==> config.mk <==
export PLATFORM = sky130hd
export DESIGN_NAME = sram_port_arbiter
export DESIGN_NICKNAME = d
export VERILOG_FILES = /design/src/rtl/sram_port_arbiter_pkg.sv /design/src/rtl/arb_starve_ctr.sv /design/src/rtl/sram_port_arbiter.sv
export SDC_FILE = /design/constraint.sdc
export NUM_CORES = 1
export LEC_CHECK = 0
export BUFFER_PORTS_ARGS = -buffer_cell sky130_fd_sc_hd__buf_2
export CAP_MARGIN = 0
export CELL_PAD_IN_SITES_DETAIL_PLACEMENT = 0
export CELL_PAD_IN_SITES_GLOBAL_PLACEMENT = 1
export CORE_MARGIN = 2
export CORE_UTILIZATION = 12
export CTS_CLUSTER_DIAMETER = 100
export CTS_CLUSTER_SIZE = 8
export DETAILED_ROUTE_END_ITERATION = 12
export PLACE_DENSITY = 0.85
export SYNTH_ARGS = -nofsm -noshare
export SYNTH_HDL_FRONTEND = slang
export SYNTH_SLANG_ARGS = --single-unit
==> constraint.sdc <==
create_clock -name clk -period 1.1 [get_ports clk]
set_input_delay 0.11 -clock clk [delete_from_list [all_inputs] [get_ports clk]]
set_output_delay 0.11 -clock clk [all_outputs]
set_load 0.02 [all_outputs]
==> src/rtl/sram_port_arbiter_pkg.sv <==
// Shared types and constants for the I/D single-port SRAM arbiter and its memory model.
package sram_port_arbiter_pkg;

  localparam int unsigned STARVE_CNT_W = 4;
  localparam int unsigned ADDR_W_DEF   = 32;
  localparam int unsigned DATA_W_DEF   = 32;

  typedef enum logic {
    OWN_I = 1'b0,
    OWN_D = 1'b1
  } arb_owner_e;

  typedef enum logic {
    PRIO_D = 1'b0,
    PRIO_I = 1'b1
  } prio_state_e;

  typedef struct packed {
    logic                      en;
    logic [DATA_W_DEF/8-1:0]   we;
    logic [ADDR_W_DEF-1:0]     addr;
    logic [DATA_W_DEF-1:0]     wdata;
  } sram_req_t;

endpackage

==> src/rtl/arb_starve_ctr.sv <==
// Starvation guard: counts denied fetch cycles and promotes the fetch port once the limit is hit.
module arb_starve_ctr
  import sram_port_arbiter_pkg::*;
#(
  parameter int unsigned STARVE_MAX = 4
) (
  input  logic clk,
  input  logic reset,
  input  logic i_req,
  input  logic i_gnt,
  output logic prio_i,
  output logic starve_evt
);

  localparam logic [STARVE_CNT_W-1:0] MAX_C = STARVE_CNT_W'(STARVE_MAX);

  prio_state_e               state_q, state_d;
  logic [STARVE_CNT_W-1:0]   cnt_q, cnt_d;
  logic                      evt_q, evt_d;

  // evt_d is the promote condition one cycle early, so the registered pulse lines up with the transition
  always_comb begin
    state_d = state_q;
    cnt_d   = cnt_q;
    evt_d   = 1'b0;
    if (i_req && !i_gnt) begin
      cnt_d = (cnt_q >= MAX_C) ? MAX_C : cnt_q + STARVE_CNT_W'(1);
    end else begin
      cnt_d = '0;
    end
    case (state_q)
      PRIO_D:  if (cnt_q >= MAX_C) state_d = PRIO_I;
      PRIO_I:  if (i_gnt || !i_req) state_d = PRIO_D;
      default: state_d = PRIO_D;
    endcase
    evt_d = (state_d == PRIO_D) && (cnt_d >= MAX_C);
  end

  always_ff @(posedge clk) begin
    if (reset) begin
      state_q <= PRIO_D;
      cnt_q   <= '0;
      evt_q   <= 1'b0;
    end else begin
      state_q <= state_d;
      cnt_q   <= cnt_d;
      evt_q   <= evt_d;
    end
  end

  assign prio_i     = (state_q == PRIO_I);
  assign starve_evt = evt_q;

endmodule

==> src/rtl/sram_port_arbiter.sv <==
// Shares one 1-cycle-latency single-port SRAM between the fetch (I) and load/store (D) ports.
module sram_port_arbiter
  import sram_port_arbiter_pkg::*;
#(
  parameter int unsigned ADDR_W     = 32,
  parameter int unsigned DATA_W     = 32,
  parameter int unsigned STARVE_MAX = 4
) (
  input  logic                  clk,
  input  logic                  reset,
  input  logic                  i_req,
  input  logic [ADDR_W-1:0]     i_addr,
  input  logic                  i_flush,
  output logic                  i_gnt,
  output logic                  i_rvalid,
  output logic [DATA_W-1:0]     i_rdata,
  input  logic                  d_req,
  input  logic [DATA_W/8-1:0]   d_we,
  input  logic [ADDR_W-1:0]     d_addr,
  input  logic [DATA_W-1:0]     d_wdata,
  output logic                  d_gnt,
  output logic                  d_rvalid,
  output logic [DATA_W-1:0]     d_rdata,
  output logic                  sram_en,
  output logic [DATA_W/8-1:0]   sram_we,
  output logic [ADDR_W-1:0]     sram_addr,
  output logic [DATA_W-1:0]     sram_wdata,
  input  logic [DATA_W-1:0]     sram_rdata,
  output logic                  starve_evt
);

  logic        prio_i;
  logic        evt;
  logic        i_gnt_c, d_gnt_c;
  logic        rsp_v_q, rsp_v_d;
  arb_owner_e  rsp_own_q, rsp_own_d;

  arb_starve_ctr #(
    .STARVE_MAX (STARVE_MAX)
  ) u_starve (
    .clk        (clk),
    .reset      (reset),
    .i_req      (i_req),
    .i_gnt      (i_gnt_c),
    .prio_i     (prio_i),
    .starve_evt (evt)
  );

  // Grants are held off during reset so requests waiting through reset start cleanly afterwards
  always_comb begin
    i_gnt_c = 1'b0;
    d_gnt_c = 1'b0;
    if (!reset) begin
      if (i_req && d_req) begin
        i_gnt_c = prio_i;
        d_gnt_c = !prio_i;
      end else begin
        i_gnt_c = i_req;
        d_gnt_c = d_req;
      end
    end
  end

  always_comb begin
    sram_en    = 1'b0;
    sram_we    = '0;
    sram_addr  = '0;
    sram_wdata = '0;
    if (d_gnt_c) begin
      sram_en    = 1'b1;
      sram_we    = d_we;
      sram_addr  = d_addr;
      sram_wdata = d_wdata;
    end else if (i_gnt_c) begin
      sram_en    = 1'b1;
      sram_addr  = i_addr;
    end
  end

  always_comb begin
    rsp_v_d   = i_gnt_c || (d_gnt_c && (d_we == '0));
    rsp_own_d = d_gnt_c ? OWN_D : OWN_I;
  end

  always_ff @(posedge clk) begin
    if (reset) begin
      rsp_v_q   <= 1'b0;
      rsp_own_q <= OWN_I;
    end else begin
      rsp_v_q   <= rsp_v_d;
      rsp_own_q <= rsp_own_d;
    end
  end

  // A response in flight when reset hits is dropped, and a flush only suppresses the fetch side
  assign i_gnt      = i_gnt_c;
  assign d_gnt      = d_gnt_c;
  assign i_rvalid   = rsp_v_q && (rsp_own_q == OWN_I) && !i_flush && !reset;
  assign d_rvalid   = rsp_v_q && (rsp_own_q == OWN_D) && !reset;
  assign i_rdata    = i_rvalid ? sram_rdata : '0;
  assign d_rdata    = d_rvalid ? sram_rdata : '0;
  assign starve_evt = evt && !reset;

endmodule

## After elaboration in Yosys (flattened, before gate mapping)

Cells that the tools add are included.

| word-level totals | value |
|---|---|
| output and inout port bits | 138 |
| bits in registers | 8 |
| ROM bits | 0 |
| memory bits (writable) | 0 |
| latch bits | 0 |
| memories kept | 0 |

| operators by class | value |
|---|---|
| add/subtract/negate cells | 1 |
| multipliers | 0 |
| order comparisons | 2 |
| bitwise gates (word level) | 3 |
| divide/modulo/power cells | 0 |
| muxes and demuxes | 18 |
| equal/unequal tests | 0 |
| shifts and indexed selects | 0 |
| reductions and logical operators | 18 |

Operators by type and width:

| operator | number |
|---|---|
| $mux 32 | 5 |
| $mux 4 | 3 |
| $logic_and 1x1->1 | 10 |
| $mux 1 | 9 |
| $ge 4x3->1 const B | 2 |
| $logic_not 1->1 | 5 |
| $add 4x1->4 const B | 1 |
| $logic_not 4->1 | 1 |
| $not 1->1 | 3 |
| $logic_or 1x1->1 | 2 |
| $pmux 1 s2 | 1 |

## Longest topological paths before layout

Gate-level depths: netlist (run 1).

| logic depth | value |
|---|---|
| word-level depth | 8 |
| depth in mapped cells | 6 |

## Cells and area by module

From an unflattened synthesis (run 1), not the netlist that was laid out.

| unflattened totals | value |
|---|---|
| cell total of the unflattened synthesis | 181 |
| area total of the unflattened synthesis | 1367.6 um2 |

By module, submodules not included:

| module | cells an instance | times used | area each (um2) |
|---|---|---|---|
| sram_port_arbiter | 163 | 1 | 1157.4 |
| arb_starve_ctr | 18 | 1 | 210.2 |

## Worst setup path before layout (run 1)

Ideal clock, no wire load.

| path | value |
|---|---|
| path kind | flip-flop to output port |
| from | register u_starve.state_q (netlist: u_starve.prio_i) |
| to | output sram_wdata[21] |
| slack | -178 ps |
| cell stages (with the launch flop) | 4 |
| arrival time | 1168 ps |
| path through | dfxtp_1 -> a211oi_4 -> buf_2 -> and2_1 |

| between the ends | value |
|---|---|
| longest elaborated chain between the ends | 4 |

RTL lines:

| item | line | RTL |
|---|---|---|
| start: declaration | arb_starve_ctr.sv:17 | `prio_state_e state_q, state_d;` |
| start signal: assignment | arb_starve_ctr.sv:45 | `state_q <= state_d;` |
| $logic_not 1->1 | sram_port_arbiter.sv:56 | `d_gnt_c = !prio_i;` |
| $mux 1 | sram_port_arbiter.sv:54 | `if (i_req && d_req) begin` |
| $mux 1 | sram_port_arbiter.sv:53 | `if (!reset) begin` |
| via d_gnt | sram_port_arbiter.sv:21 | `output logic d_gnt,` |
| $mux 32 | sram_port_arbiter.sv:69 | `if (d_gnt_c) begin` |
| end: declaration | sram_port_arbiter.sv:27 | `output logic [DATA_W-1:0] sram_wdata,` |

The timed path passes the listed nets, and every way through them passes these cells.

## Final worst setup path (run 1)

| path | value |
|---|---|
| from | register u_starve.state_q (netlist: u_starve.prio_i) |
| to | output sram_wdata[15] |

| between the ends | value |
|---|---|
| longest elaborated chain between the ends | 4 |

RTL lines:

| item | line |
|---|---|
| $logic_not 1->1 | sram_port_arbiter.sv:56 |
| $mux 1 | sram_port_arbiter.sv:54 |
| $mux 1 | sram_port_arbiter.sv:53 |
| $mux 32 | sram_port_arbiter.sv:69 |

No other way between the ends.

==> reports/results.ini, run 1 <==
[run_status]
status = finished, violations left
violations = negative setup slack

[routing]
wl_per_cell_um = 17.3
drt_first_pass_iters = 4
drc = 0
ant_nets = 0
drtIter0Drc = 74
via_per_inst = 4.20
num_vias = 2569
routed_wl_um = 10600

[placement]
place_inst = 587
place_congestion = 0.790
port_buffers = 274
dp_hpwl_um = 6540
placed_cell_area_um2 = 3190

[synth]
ys.flop_type = dfxtp_1
synth_seq_cells = 8
syn_inst = 182
synth_top_cell_by_area = and2_1
syn_nets = 320
async_flop_share_pct = 0
synth_top_area_share_pct = 47.3
ys_warn_count = 0
synth_edf_count = 0
netlist_area_um2 = 1350
yosys.cell_count.top_type = and2_1
ys_types = 22
ys_seq_area_share_pct = 11.9
synthTopCellsByArea = and2_1 (47%), a22o_1 (21%), dfxtp_1 (12%), buf_6 (3.3%), buf_2 (2.6%)
synth_common_cells = and2_1 (102), a22o_1 (32), dfxtp_1 (8), buf_2 (7), nor2_1 (5)
synth_area_per_cell_um2 = 7.41

[power]
p_leak_uw = 0.00242
powerDensity_nw_per_um2 = 450
ir_worst_vdd_mv = 0.391

[grt]
track_usage_pct = 14.0
grt_pass1_vias = 2501
antenna_found_initial = 1
overflow = 0
grt_max_degree = 35
grt_pass1_wl_um = 12700

[sta]
rsz0062_at_grt = yes
post-route-period-util_pct = 144
drv_slew = 0
hold_viol_final = 0
setup_viol = 137
max_freq_mhz = 630
fin_ws_ps = -486
skew_ps = 3.61
fin_crit_ps = 1590

[cells_and_area]
antenna_cells = 0
drive_gt1_share_pct = 90.9
syn2layout_area_growth_pct = 240
final_cell_area_um2 = 4590
nets = 611
final_cells = 611

[clock_network]
clk_latency_ps = 230
cts_max_level = 1
cts.sinks = 8
cts_tree = built
clockBufferDepth = 2
root_buffer = clkbuf_8
hold_buffers = 0
clk_pin_slew_worst_paths_ps = 40
cts_buffers = 3

[floorplan]
die_y_um = 110
core_area_um2 = 10900
rows = 38
pin_count = 275
die_area_um2 = 12100
initial_core_util_pct = 12.4
die_w_um = 110

[critical_path]
critPathLaunchType = register
worstSetupEndpointType = primary output
reg2reg_depth = 4
cp_data_arrival_time_ps = 1480
worstSetupPathType = reg2out
path_max_fanout = 9
cp.required_ps = 990

[min_path]
holdPathStages = 2
hold_path_class = in2reg

[flow_run]
max-cap-violations = 0

-- logic make-up after synthesis --
| kind of cell | Yosys count | synth area share, % |
|---|---|---|
| and+or+nand+nor | 116 | 54.1 |
| AOI/OAI and AO/OA | 36 | 24.1 |
| buffers and inverters | 20 | 8.72 |
| DFF | 8 | 11.9 |
| adders and majority gates | 1 | 0.927 |
| other | 1 | 0.278 |
-- final timing paths --
check / slack, ps / start / endpoint
setup / recovery: -490 / u_starve.prio_i / sram_wdata[15]
hold / removal: 210 / reset / u_starve.prio_i
setup reg to reg: -70 / u_starve.prio_i / rsp_v_q
hold reg to reg: 430 / u_starve.cnt_q[0] / u_starve.cnt_q[0]
-- where the power goes --
group / switching, µW / total (µW) / leakage [µW] / internal [µW]
Clock: 115 / 352 / 0.0000216 / 237
Sequential: 8.74 / 312 / 0.0000666 / 304
Combinational: 621 / 1400 / 0.00233 / 776
-- state kept, by name, indices dropped and copies added (netlist names) --
signal and flops:
rsp_own_q 1, rsp_v_q 1, u_starve.cnt_q 4, u_starve.prio_i 1
u_starve.starve_evt 1
-- through the flow --
stage	util [%]	total power, µW	TNS (ps)	setup WS [ps]	hold WS [ps]
floorplan	-	855	-7540	-128	198
detailed placement	29.3	1310	-24440	-275	431
global route	42.1	2170	-60050	-531	224
CTS	38.9	1990	-53830	-493	196
global placement	29.3	1300	-21470	-241	409
finish	42.1	2060	-53730	-486	214
-- metal layers --
layer  routed length (µm)  part of all wire (%)  GRT usage [%]
met5                   13                  0.12              0
met1                 3500                    33           13.2
met3                  778                   7.4           2.41
met2                 6180                    59           30.8
met4                   87                  0.82           2.08
-- timing repair --
item,4_1_cts,5_1_grt
pin swaps,25,38
endpoints found under the setup margin,137,139
buffers inserted,6,2
resized for setup,254,77
cloned,8,8
-- final cells by class --
type	instances	area [µm²]
Multi-Input combinational cell	154	1420
Clock buffer	3	41.3
Fill cell	993	6300
Inverter	2	7.51
Timing Repair Buffer	304	2780
Sequential cell	8	164
Tap cell	140	175
-- cells in the final DEF, fill, tap and decap left out, types with 2 or more instances in the layout --
cell,n
a22o_1,18
a22o_4,14
and2_1,2
and2_2,26
and2_4,74
buf_12,6
buf_16,5
buf_2,138
buf_4,7
buf_6,137
buf_8,4
clkbuf_16,7
clkbuf_8,3
dfxtp_1,5
dfxtp_2,3
inv_1,2
nor2_1,4
nor2b_1,2
nor3_1,2
-- critical path, cell delays in order (launching register included) --
cell       delay (ps)
dfxtp_2           340
a211oi_4          250
buf_6             200
clkbuf_16         170
and2_2            160
buf_6             120
No activity file was read; power rests on OpenSTA's default activity.
==> run 2, diff against run 1 <==
--- a/config.mk
+++ b/config.mk
@@ -9,6 +9,7 @@
 export CAP_MARGIN = 0
 export CELL_PAD_IN_SITES_DETAIL_PLACEMENT = 0
 export CELL_PAD_IN_SITES_GLOBAL_PLACEMENT = 1
+export CORE_ASPECT_RATIO = 1.4
 export CORE_MARGIN = 2
 export CORE_UTILIZATION = 12
 export CTS_CLUSTER_DIAMETER = 100
==> run 2 against run 1 <==
  * The run still ends with negative setup slack left
  * Critical path type unchanged
  * Global-route usage down 0.42 points
  * Count of clock-buffer cells in the layout stayed put
  * Sequential power about the same
  * Wire length fell by 0.89%
  * Non-clock buffer count is 1 higher
  * Fmax about the same
  * Cell count grew 0.33%
  * Die area about the same
  * Via count up 0.86%
  * Register-to-register slack is essentially flat
==> reports/results.ini, run 2 (synthesis gave the netlist of run 1 again) <==
[critical_path]
cp.required_ps = 990  ; about the same
crit_family = buffers and inverters  ; unchanged
cpPeakStageDelay_ps = 350  ; was 340 ps
worstPathCellList = a211oi_4, buf_12, clkbuf_16, a22o_1, buf_6  ; was a211oi_4, buf_6, clkbuf_16, and2_2, buf_6
path_max_fanout = 9  ; unchanged
crit_buf_inv = 3  ; unchanged
critPathLaunchType = register  ; unchanged
cpMaxStageDelayCell = dfxtp_4  ; was dfxtp_2
cp_data_arrival_time_ps = 1480  ; about the same
reg2reg_slack_ps = -70  ; about the same
worstSetupEndpointType = primary output  ; unchanged
worstSetupPathType = reg2out  ; unchanged

[sta]
setup_viol = 137  ; unchanged
rsz0062_at_grt = yes  ; unchanged
fin_ws_ps = -487  ; was -486 ps
hold_viol_final = 0  ; unchanged
drv_slew = 0  ; unchanged
fin_crit_ps = 1590  ; about the same
holdWs_ps = 237  ; was 214 ps
skew_ps = 1.27  ; was 3.61 ps
max_freq_mhz = 630  ; about the same
post-route-period-util_pct = 144  ; about the same

[cells_and_area]
final_cell_area_um2 = 4620  ; was 4590 µm²
regMostFlops = u_starve.cnt_q  ; unchanged
nets = 612  ; was 611
final_common_cell = buf_2  ; unchanged
syn2layout_area_growth_pct = 243  ; was 240%
antenna_cells = 0  ; unchanged
drive_gt1_share_pct = 91.1  ; was 90.9%
largest_reg_flops = 4  ; unchanged
most-common-layout-cells = buf_2 (138), buf_6 (130), and2_4 (85), a22o_1 (17), buf_4 (16)  ; was buf_2 (138), buf_6 (137), and2_4 (74), and2_2 (26), a22o_1 (18)

[floorplan]
rows = 45  ; was 38
die_w_um = 93.6  ; was 110 µm
pin_count = 275  ; unchanged
core_area_um2 = 10900  ; about the same
initial_core_util_pct = 12.3  ; was 12.4%
die_area_um2 = 12100  ; about the same
die_y_um = 129  ; was 110 µm

[routing]
drc = 0  ; unchanged
wl_per_cell_um = 17.1  ; was 17.3 µm
via_per_inst = 4.23  ; was 4.20
num_vias = 2591  ; was 2569
drtIter0Drc = 38  ; was 74
met2_length_um = 6070  ; was 6180 µm
met3WireLength_um = 989  ; was 778 µm
m1WireLength_um = 3210  ; was 3500 µm
top_layer = met5  ; unchanged
drt_first_pass_iters = 3  ; was 4
ant_nets = 0  ; unchanged
routed_wl_um = 10500  ; was 10600 µm

[run_status]
violations = negative setup slack  ; unchanged
status = finished, violations left  ; unchanged

[clock_network]
clk_latency_ps = 230  ; about the same
cts_max_level = 1  ; unchanged
root_buffer = clkbuf_16  ; was clkbuf_8
cts.sinks = 8  ; unchanged
cts_buffers = 3  ; unchanged
clk_pin_slew_worst_paths_ps = 40  ; about the same
cts_tree = built  ; unchanged
clockBufferDepth = 2  ; unchanged

[grt]
overflow = 0  ; unchanged
grt_max_degree = 36  ; was 35
grt_pass1_vias = 2491  ; was 2501
grt_pass1_wl_um = 12800  ; was 12700 µm
track_usage_pct = 13.6  ; was 14.0%
antenna_found_initial = 2  ; was 1

[power]
ir_worst_vdd_mv = 0.458  ; was 0.391 mV
powerDensity_nw_per_um2 = 498  ; was 450 nW/µm²
p_leak_uw = 0.00244  ; was 0.00242 µW

[placement]
port_buffers = 274  ; unchanged
dp_hpwl_um = 6590  ; was 6540 µm
placed_cell_area_um2 = 3180  ; was 3190 µm²
place_congestion = 0.747  ; was 0.790

[min_path]
hold_path_class = in2reg  ; unchanged

[flow_run]
max-cap-violations = 0  ; unchanged

-- run 2: cell count changes in the layout (fill, tap and decap cells not counted), sizes merged --
| cell | delta |
|---|---|
| buf | +2 |
| clkbuf | -1 |
-- run 2: worst reg2reg max path, delay by kind of cell, from the launching register on --
kind / cells / cell delay, ps
AO/OA/AOI/OAI: 2 / 390
buffers and inverters: 2 / 360
flip-flops: 1 / 350
-- run 2: repair_timing --
action / 4_1_cts / 5_1_grt
setup endpoints to repair: 137 / 137
gates cloned: 8 / 8
pin swaps: 24 / 32
hold buffers: 0 / 0
resized for setup: 195 / 140
buffers inserted: 7 / 3
-- run 2: routing by layer --
| metal | up-vias | global-route usage, % |
|---|---|---|
| met2 | 198 | 29.3 |
| li1 | 1197 | - |
| met1 | 1176 | 12.2 |
| met5 | - | 0 |
| met3 | 16 | 3.31 |
| met4 | 4 | 3.07 |
-- run 2: through the flow --
step	power, µW	TNS, ps	cells	worst slack [ps]	util (%)
3_3_place_gp	1290	-20640	587	-253	29.2
2_1_floorplan	855	-7540	182	-128	-
4_1_cts	2080	-58840	605	-548	37.5
6_report	2300	-53030	613	-487	42.3
3_5_place_dp	1300	-25010	587	-303	29.2
5_1_grt	2410	-58470	613	-527	42.3
-- run 2: final timing paths --
kind | startpoint | end | depth (start not counted)
worst max register to register | u_starve.prio_i | rsp_v_q | 4
worst min register to register | u_starve.cnt_q[0] | u_starve.cnt_q[0] | 1
worst min-delay path | d_req | rsp_own_q | 3
worst max-delay path | u_starve.prio_i | sram_addr[16] | 5
-- run 2: final cells by class --
class	instances	area, µm²
clock buffers	3	75.1
fillers	1017	6300
inverters	2	7.51
multi-input cells	154	1440
flip-flops and latches	8	166
well taps	141	176
repair buffers	305	2760
-- run 2: where the power goes --
group | switching, µW | internal, µW | total (µW)
clock network | 134 | 468 | 602
logic | 614 | 775 | 1390
registers | 8.60 | 303 | 311
==> run 3, diff against run 2 <==
==> constraint.sdc (replaced) <==
create_clock -name clk -period 1.1 [get_ports clk]
set_input_delay 0.22 -clock clk [delete_from_list [all_inputs] [get_ports clk]]
set_output_delay 0.22 -clock clk [all_outputs]
set_load 0.02 [all_outputs]
==> run 3 against run 2 <==
  * Via count is 0.93% lower
  * The flow still finishes with violations (negative setup slack)
  * Fmax is 5.8% lower
  * Critical path type unchanged
  * Count of clock-buffer cells in the layout did not move
  * Wire length down 3.5%
  * Largest cell class unchanged
==> reports/results.ini, run 3 (synthesis gave the netlist of run 1 again) <==
[sta]
fin_ws_ps = -585  ; was -487 ps
setup_viol = 137  ; unchanged
final.setup.tns_ps = -67130  ; was -53030 ps
skew_ps = 1.41  ; was 1.27 ps
post-route-period-util_pct = 153  ; was 144%
rsz0062_at_grt = yes  ; unchanged
fin_crit_ps = 1680  ; was 1590 ps
max_freq_mhz = 594  ; was 630 MHz
drv_slew = 0  ; unchanged
holdWs_ps = 328  ; was 237 ps
hold_viol_final = 0  ; unchanged

[run_status]
violations = negative setup slack  ; unchanged
status = finished, violations left  ; unchanged

[min_path]
holdPathEnd = rsp_own_q  ; unchanged
hold_path_class = in2reg  ; unchanged
min_from = d_req  ; unchanged
holdPathStages = 3  ; unchanged

[clock_network]
root_buffer = clkbuf_16  ; unchanged
cts_tree = built  ; unchanged
cts_buffers = 3  ; unchanged
clockBufferDepth = 2  ; unchanged
cts.sinks = 8  ; unchanged
clk_pin_slew_worst_paths_ps = 30  ; was 40 ps
cts_max_level = 1  ; unchanged
clk_latency_ps = 230  ; about the same
hold_buffers = 0  ; unchanged

[routing]
drc = 0  ; unchanged
routed_wl_um = 10100  ; was 10500 µm
drtIter0Drc = 29  ; was 38
wl_per_cell_um = 16.5  ; was 17.1 µm
num_vias = 2567  ; was 2591
ant_nets = 0  ; unchanged
drt_first_pass_iters = 3  ; unchanged
via_per_inst = 4.19  ; was 4.23

[grt]
grt_max_degree = 35  ; was 36
track_usage_pct = 13.4  ; was 13.6%
antenna_found_initial = 5  ; was 2
overflow = 0  ; unchanged
grt_pass1_wl_um = 12700  ; was 12800 µm
grt_pass1_vias = 2454  ; was 2491

[critical_path]
worstSetupEndpointType = primary output  ; unchanged
reg2reg_slack_ps = -150  ; was -70 ps
reg2reg_to = rsp_v_q  ; unchanged
reg2reg_from = u_starve.prio_i  ; unchanged
critPathLaunchType = register  ; unchanged
reg2reg_depth = 4  ; unchanged
path_max_fanout = 8  ; was 9
cp.required_ps = 880  ; was 990 ps
cp_data_arrival_time_ps = 1460  ; was 1480 ps
worstSetupPathType = reg2out  ; unchanged

[floorplan]
pin_count = 275  ; unchanged
core_area_um2 = 10900  ; unchanged
initial_core_util_pct = 12.3  ; unchanged
die_w_um = 93.6  ; unchanged
die_area_um2 = 12100  ; unchanged
die_y_um = 129  ; unchanged
rows = 45  ; unchanged

[power]
p_leak_uw = 0.00233  ; was 0.00244 µW
powerDensity_nw_per_um2 = 504  ; was 498 nW/µm²
ir_worst_vdd_mv = 0.464  ; was 0.458 mV

[cells_and_area]
drive_gt1_share_pct = 91.5  ; was 91.1%
most-common-layout-cells = buf_2 (142), buf_6 (91), and2_4 (68), buf_4 (54), and2_2 (32)  ; was buf_2 (138), buf_6 (130), and2_4 (85), a22o_1 (17), buf_4 (16)
seqCellArea_um2 = 169  ; was 166 µm²
multi_input_area_um2 = 1460  ; was 1440 µm²
final_common_cell = buf_2  ; unchanged
antenna_cells = 0  ; unchanged
largest_reg_flops = 4  ; unchanged
syn2layout_area_growth_pct = 220  ; was 243%
regMostFlops = u_starve.cnt_q  ; unchanged
n_fill_cell = 1034  ; was 1017
nets = 611  ; was 612

[flow_run]
max-cap-violations = 0  ; unchanged

[placement]
place_congestion = 0.889  ; was 0.747
dp_slack_ps = -429  ; was -303 ps
dp_hpwl_um = 7400  ; was 6590 µm
port_buffers = 274  ; unchanged

## run 3: power breakdown
group	total [µW]	switching (µW)	leakage [µW]	internal [µW]
sequential	315	13.4	0.0000672	302
clock	591	124	0.0000370	467
combinational	1260	578	0.00222	687
total	2170	715	0.00233	1460
## run 3: how the worst max path moves through the flow
stage                         end  slack, ps             from
CTS                 sram_addr[18]       -580  u_starve.prio_i
detailed placement  sram_addr[18]       -430            reset
global placement    sram_addr[31]       -400            reset
global route          i_rdata[29]       -630        rsp_own_q
floorplan           sram_addr[11]       -230            reset
finish                i_rdata[29]       -580        rsp_own_q
## run 3: what timing repair did
action,4_1_cts,5_1_grt
setup buffers,3,3
gates resized for setup,180,73
pin swaps,4,33
cloned,5,5
endpoints found under the setup margin,138,138
## run 3: area by class of cell
class,instances,share of cell area [%]
inverters,2,0.174
well taps,141,4.09
multi-input cells,158,33.8
flip-flops and latches,8,3.92
clock buffers,3,1.74
repair buffers,300,56.2
## run 3: metal layers
metal  wire length (µm)  track usage, %  up-vias
li1                   -               -     1199
met1               3260            13.0     1148
met2               5610            28.5      195
met3               1060            3.66       17
met4                110            1.02        8
met5                 59               0        -
## run 3: critical path: stages, from the launching register on
cell and delay, ps:
dfxtp_4 350, nor4b_4 280, buf_6 190, clkbuf_16 170
and2_4 140, buf_6 110
## run 3: metrics by stage
| step | cell area [µm²] | total power [µW] | utilization, % | cells |
|---|---|---|---|---|
| 2_1_floorplan | 1740 | 857 | - | 182 |
| 3_3_place_gp | 3290 | 1340 | 30.2 | 593 |
| 3_5_place_dp | 3290 | 1360 | 30.2 | 593 |
| 4_1_cts | 3970 | 2120 | 36.4 | 604 |
| 5_1_grt | 4310 | 2280 | 39.5 | 612 |
| 6_report | 4310 | 2170 | 39.5 | 612 |
